--- config.mk ---
export PLATFORM = sky130hd
export DESIGN_NAME = sa_axis_tile_sender
export DESIGN_NICKNAME = d
export VERILOG_FILES = /design/src/rtl/sa_axis_tile_sender.sv
export SDC_FILE = /design/constraint.sdc
export NUM_CORES = 1
export LEC_CHECK = 0
export BUFFER_PORTS_ARGS = -buffer_cell sky130_fd_sc_hd__buf_2
export CAP_MARGIN = 40
export CORE_ASPECT_RATIO = 0.75
export CORE_MARGIN = 5
export CORE_UTILIZATION = 40
export CTS_CLUSTER_SIZE = 10
export DETAILED_ROUTE_END_ITERATION = 7
export GPL_ROUTABILITY_DRIVEN = 0
export GPL_TIMING_DRIVEN = 1
export SETUP_SLACK_MARGIN = 0.4
export SYNTH_ARGS = -nofsm -noshare
export SYNTH_HDL_FRONTEND = slang
export SYNTH_SLANG_ARGS = --single-unit
--- constraint.sdc ---
create_clock -name clk -period 3.76 [get_ports clk]
set_input_delay 0.752 -clock clk [delete_from_list [all_inputs] [get_ports clk]]
set_output_delay 0.752 -clock clk [all_outputs]
set_load 0.005 [all_outputs]
--- src/rtl/sa_axis_tile_sender.sv ---
// sa_axis_tile_sender: holds one P x Q tile and streams it over AXI-Stream
// into the systolic array. It also drives the array's load_control, which is
// latched for each transfer.
// Build option SA_TX_TRANSPOSE_EN: when defined, the tile is streamed in
// column-major order. When it is undefined, the order is row-major.
module sa_axis_tile_sender #(
    parameter int DW = 8,
    parameter int P  = 8,
    parameter int Q  = 8,
    parameter int AW = $clog2(P*Q)
) (
    input  logic          clk,
    input  logic          rst_n,
    input  logic          wr_en,
    input  logic [AW-1:0] wr_addr,
    input  logic [DW-1:0] wr_data,
    input  logic          start,
    input  logic          start_mode,
    output logic          busy,
    output logic          done,
    output logic          load_control,
    output logic [DW-1:0] m_axis_tdata,
    output logic          m_axis_tvalid,
    input  logic          m_axis_tready,
    output logic          m_axis_tlast
);
    localparam int N = P * Q;

    typedef enum logic [1:0] {IDLE, FILL, STREAM} state_t;

    state_t        state, state_nxt;
    logic [DW-1:0] mem [N];
    logic [AW-1:0] cnt;
    logic [AW-1:0] cnt_inc;
    logic [AW-1:0] rd_idx;
    logic [AW-1:0] rd_addr;
    logic          hs;
    logic          last_hs;
    logic          start_ok;

    assign hs       = m_axis_tvalid && m_axis_tready;
    assign last_hs  = (state == STREAM) && hs && (cnt == AW'(N - 1));
    // A start that arrives in the done cycle is dropped. Without this rule a
    // back-to-back retrigger could race the array's end-of-tile handling.
    assign start_ok = (state == IDLE) && start && !done;
    assign busy     = (state != IDLE);
    assign cnt_inc  = AW'(cnt + 1'b1);

    // Index of the element to present next: element 0 in FILL, otherwise the
    // element that follows the beat now being handshaken.
    assign rd_idx = (state == FILL) ? '0 : cnt_inc;

`ifdef SA_TX_TRANSPOSE_EN
    // Column-major walk: beat k maps to buffer[(k % P) * Q + k / P].
    assign rd_addr = AW'((int'(rd_idx) % P) * Q + int'(rd_idx) / P);
`else
    assign rd_addr = rd_idx;
`endif

    // Tile buffer. It has no reset, and it is frozen while a transfer runs.
    always_ff @(posedge clk) begin
        if (wr_en && !busy && (int'(wr_addr) < N))
            mem[wr_addr] <= wr_data;
    end

    // FSM state register
    always_ff @(posedge clk or negedge rst_n) begin
        if (!rst_n) state <= IDLE;
        else        state <= state_nxt;
    end

    // FSM next-state logic
    always_comb begin
        state_nxt = state;
        case (state)
            IDLE:    if (start_ok) state_nxt = FILL;
            FILL:    state_nxt = STREAM;
            STREAM:  if (last_hs) state_nxt = IDLE;
            default: state_nxt = IDLE;
        endcase
    end

    // Stream datapath: registered tdata/tvalid/tlast, beat counter, done and load_control
    always_ff @(posedge clk or negedge rst_n) begin
        if (!rst_n) begin
            m_axis_tdata  <= '0;
            m_axis_tvalid <= 1'b0;
            m_axis_tlast  <= 1'b0;
            cnt           <= '0;
            done          <= 1'b0;
            load_control  <= 1'b1;
        end else begin
            done <= last_hs;
            if (start_ok) load_control <= start_mode;
            case (state)
                FILL: begin
                    m_axis_tvalid <= 1'b1;
                    m_axis_tdata  <= mem[rd_addr];
                    m_axis_tlast  <= (N == 1);
                    cnt           <= '0;
                end
                STREAM: begin
                    if (hs) begin
                        if (cnt == AW'(N - 1)) begin
                            m_axis_tvalid <= 1'b0;
                            m_axis_tlast  <= 1'b0;
                            m_axis_tdata  <= '0;
                            cnt           <= '0;
                        end else begin
                            cnt          <= cnt_inc;
                            m_axis_tdata <= mem[rd_addr];
                            m_axis_tlast <= (cnt_inc == AW'(N - 1));
                        end
                    end
                end
                default: ;
            endcase
        end
    end

endmodule

==> impl_table.tex <==
\begin{tabular}{lr}
\hline
Metric & Value \\
\hline
\multicolumn{2}{l}{\textbf{Floorplanning}} \\
Die height & 215 microns \\
Chip width & 284 microns \\
Initial Utilization & 40.3\% \\
Floorplan row count & 75 \\
Die area & 61100 sq um \\
Floorplan core area & 55700 sq um \\
Top-Level Pins & 33 \\
\multicolumn{2}{l}{\textbf{Clock network}} \\
Number of buffers added by the clock tree synthesis step & 59 \\
TritonCTS clock tree & done \\
Clock transition at the registers of the reported paths & 0.06 ns \\
Clk root buf & sky130\_fd\_sc\_hd\_\_clkbuf\_16 \\
Maximum buffer depth of the clock tree & 3 \\
H-tree depth & 2 \\
Sinks on the clock net & 532 \\
Skew-Pair Late Insertion Delay & 0.62 ns \\
\multicolumn{2}{l}{\textbf{Detailed routing}} \\
Vias per inst & 5.97 \\
Post-route ant nets & 0 \\
Average detailed-routed wire length per instance & 26.4 microns \\
First DRT Iteration DRCs & 1725 \\
Number of DRC violations after detailed routing & 0 \\
Post-Route WL & 63100 microns \\
Number of search-and-repair iterations in the first detailed-routing pass & 5 \\
Via Count & 14252 \\
\multicolumn{2}{l}{\textbf{Timing}} \\
Max Fclk & 300 MHz \\
Worst-Margin Slew & 0.885 ns \\
Setup repair after global routing missed its margin & yes \\
Slew margin rel. & 40.8\% \\
Setup Skew & 0.0414 ns \\
Final hold violation count & 0 \\
Max-slew violations & 0 \\
Sum Neg Setup Slack & 0 ns \\
Hold slack final & 0.0953 ns \\
Final critical path time including I/O delays and setup & 3.33 ns \\
Final worst path period share & 88.7\% \\
Final setup violation count & 0 \\
\multicolumn{2}{l}{\textbf{Synth}} \\
Multiplexer share of the synthesized area & 6.40\% \\
Syn. warnings & 0 \\
Register bit count reported by yosys & 532 \\
Number of nets in the synthesized netlist & 1559 \\
Combinational family with the most area after synthesis & compound AO/OA/AOI/OAI gates \\
Synthesized-area fraction occupied by xor and xnor cells & 0.423\% \\
Number of standard cells after synthesis & 1537 \\
Share of synthesized area occupied by flip-flops and latches & 70.6\% \\
Compound-Gate Fraction of Synth Area & 12.2\% \\
Netlist Area Pre-Place & 22500 sq um \\
Async set-or-reset flop fraction in the synthesized netlist & 3.76\% \\
Post-synthesis share of cell area spent on full adders, half adders and majority gates & 0.111\% \\
Mean instance size in the synthesized netlist & 14.6 sq um \\
Unique cell type count in the Yosys netlist & 67 \\
Count of flip-flops with a built-in enable after synthesis & 512 \\
Top flip-flop cell by instance count after synthesis & sky130\_fd\_sc\_hd\_\_edfxtp\_1 \\
Post-synthesis share of cell area spent on and, or, nand and nor gates & 7.24\% \\
\multicolumn{2}{l}{\textbf{Power}} \\
Power, Total & 19.2 mW \\
Power density over the cells & 755 nW/um\^{}2 \\
Pleak & 8.18 nW \\
Max IR drop VDD & 618 uV \\
\multicolumn{2}{l}{\textbf{Setup path}} \\
Slowest cell on the critical path & sky130\_fd\_sc\_hd\_\_dfrtp\_4 \\
Number of buffers and inverters on the critical path & 2 \\
Critical Path AT & 3.82 ns \\
Chain of cells forming the critical path & inv\_4, ha\_4, nor2\_4, buf\_12, a221oi\_1, o21ai\_0, o21ai\_0, a21oi\_1, o211ai\_1 \\
Kind of capture point of the worst setup path & register \\
Required arrival time at the worst endpoint & 4.25 ns \\
Sort of element at the start of the critical path & register \\
Critical Path Max Stage Delay & 0.54 ns \\
Top cell by count, worst path & sky130\_fd\_sc\_hd\_\_o21ai\_0 \\
Startpoint-to-endpoint class of the critical path & reg2reg \\
Cell type group with the largest total delay on the critical path & compound AO/OA/AOI/OAI gates \\
Crit Path Max Fanout & 44 \\
\multicolumn{2}{l}{\textbf{Cells and area}} \\
Most frequent standard cell in the layout excluding fill and tap cells & sky130\_fd\_sc\_hd\_\_edfxtp\_1 \\
Share of cells above drive strength 1 & 15.6\% \\
Fin nets & 1636 \\
Number of diodes & 0 \\
Area growth from synthesis to final layout & 13.4\% \\
Commonest non-fill, non-tap cells in the layout & 512 x sky130\_fd\_sc\_hd\_\_edfxtp\_1, 180 x sky130\_fd\_sc\_hd\_\_nor2\_1, 118 x sky130\_fd\_sc\_hd\_\_o21ai\_0, 90 x sky130\_fd\_sc\_hd\_\_buf\_4, 83 x sky130\_fd\_sc\_hd\_\_mux2i\_1 \\
\multicolumn{2}{l}{\textbf{Job}} \\
Number of max-cap violations & 0 \\
\multicolumn{2}{l}{\textbf{Global routing}} \\
Wire length of the first global-routing pass & 94100 microns \\
Via count of the first global-routing pass & 13891 \\
Total global routing track utilization & 20.3\% \\
Pin count of the biggest net entering global routing & 115 \\
Total global routing overflow & 0 \\
Initial antenna violation count & 1 \\
\multicolumn{2}{l}{\textbf{Placement}} \\
Post-detailed-placement half-perimeter wirelength & 39700 microns \\
Number of buffers inserted by port buffering & 32 \\
\multicolumn{2}{l}{\textbf{Hold path}} \\
Path category of the worst min-delay check & in2async \\
\multicolumn{2}{l}{\textbf{Run status}} \\
Result of the run & completed \\
\hline
\end{tabular}
==> metrics by stage <==
step	cells	utilization [%]	cell area [sq um]	worst slack, ns
4_1_cts	2381	45.6	25400	0.533
3_5_place_dp	2279	42.6	23800	0.550
6_report	2386	45.7	25500	0.425
3_3_place_gp	2278	42.6	23700	0.548
2_1_floorplan	1537	-	22500	0.871
5_1_grt	2386	45.7	25500	0.397
==> what timing repair did <==
item,4_1_cts,5_1_grt
hold buffers,0,0
endpoints found under the setup margin,0,4
resized for setup,0,2
buffers inserted,0,5
==> path summary, 6_finish.rpt <==
| path | slack, ns | start | cells after the start | endpoint |
|---|---|---|---|---|
| max | 0.43 | cnt[0] | 9 | m_axis_tdata[5] |
| max in group asynchronous | 3.29 | rst_n | 1 | cnt[0] |
| min in group clk | 0.36 | start_mode | 2 | load_control |
| min | 0.1 | rst_n | 1 | cnt[3] |
| min reg2reg | 0.46 | done | 1 | state[0] |
| max reg2reg | 0.43 | cnt[0] | 9 | m_axis_tdata[5] |
==> cell families (layout without fill, tap and decap cells) <==
| group | after synthesis | after routing |
|---|---|---|
| fa+ha+maj | 2 | 2 |
| xor+xnor | 7 | 7 |
| buf+inv | 119 | 237 |
| compound gates | 402 | 402 |
| flops | 532 | 532 |
| simple gates | 354 | 354 |
| mux | 121 | 121 |
==> Yosys cell counts, types with 3 or more instances <==
master,instances,area share [%]
sky130_fd_sc_hd__a2111oi_0,6,0.23
sky130_fd_sc_hd__a211oi_1,21,0.70
sky130_fd_sc_hd__a21boi_0,3,0.10
sky130_fd_sc_hd__a21oi_1,61,1.4
sky130_fd_sc_hd__a221oi_1,65,2.5
sky130_fd_sc_hd__a22oi_1,9,0.30
sky130_fd_sc_hd__a31oi_1,8,0.22
sky130_fd_sc_hd__and2_1,11,0.31
sky130_fd_sc_hd__buf_1,3,0.050
sky130_fd_sc_hd__buf_2,50,1.1
sky130_fd_sc_hd__buf_4,23,0.77
sky130_fd_sc_hd__buf_6,9,0.45
sky130_fd_sc_hd__clkbuf_1,32,0.53
sky130_fd_sc_hd__dfrtp_1,19,2.1
sky130_fd_sc_hd__edfxtp_1,512,68
sky130_fd_sc_hd__mux2_2,22,1.1
sky130_fd_sc_hd__mux2i_1,83,3.7
sky130_fd_sc_hd__mux4_2,16,1.6
sky130_fd_sc_hd__nand2_1,41,0.68
sky130_fd_sc_hd__nand2b_1,17,0.47
sky130_fd_sc_hd__nand3_1,14,0.31
sky130_fd_sc_hd__nand3b_1,3,0.10
sky130_fd_sc_hd__nor2_1,180,3.0
sky130_fd_sc_hd__nor2_2,3,0.084
sky130_fd_sc_hd__nor2b_1,4,0.11
sky130_fd_sc_hd__nor3_1,51,1.1
sky130_fd_sc_hd__nor3b_1,3,0.10
sky130_fd_sc_hd__o211ai_1,10,0.33
sky130_fd_sc_hd__o21ai_0,118,2.6
sky130_fd_sc_hd__o21ai_1,7,0.16
sky130_fd_sc_hd__o221ai_1,9,0.35
sky130_fd_sc_hd__o22ai_1,6,0.17
sky130_fd_sc_hd__o2bb2ai_1,65,2.5
sky130_fd_sc_hd__or2_2,3,0.084
sky130_fd_sc_hd__or3_1,10,0.28
==> metal layers <==
metal | global-route usage (%) | vias to the layer above | wire [microns]
met2 | 28.9 | 703 | 26900
met4 | 4.34 | 0 | 1220
met1 | 31.9 | 7258 | 28700
met3 | 4.80 | 88 | 6290
li1 | - | 6203 | -
met5 | 0 | - | 0
==> registers in the layout, indices dropped and copies added (netlist names) <==
| name | count |
|---|---|
| m_axis_tlast | 1 |
| load_control | 1 |
| m_axis_tvalid | 1 |
| cnt | 6 |
| mem | 512 |
| done | 1 |
| state | 2 |
| m_axis_tdata | 8 |
==> final cells by class <==
type | instances | area [sq um]
fillers | 4917 | 30300
flip-flops and latches | 532 | 15900
clock inverters | 4 | 33.8
multi-input cells | 886 | 5950
repair buffers | 133 | 1060
clock buffers | 98 | 1640
well taps | 731 | 915
inverters | 2 | 10.0
==> power by group <==
group,internal [mW],switching (mW),total [mW]
clock,2.94,2.21,5.15
sequential,6.61,0.171,6.78
combinational,2.42,4.88,7.30
total,12.0,7.26,19.2
Note: power is estimated with default switching activity, not from simulation.
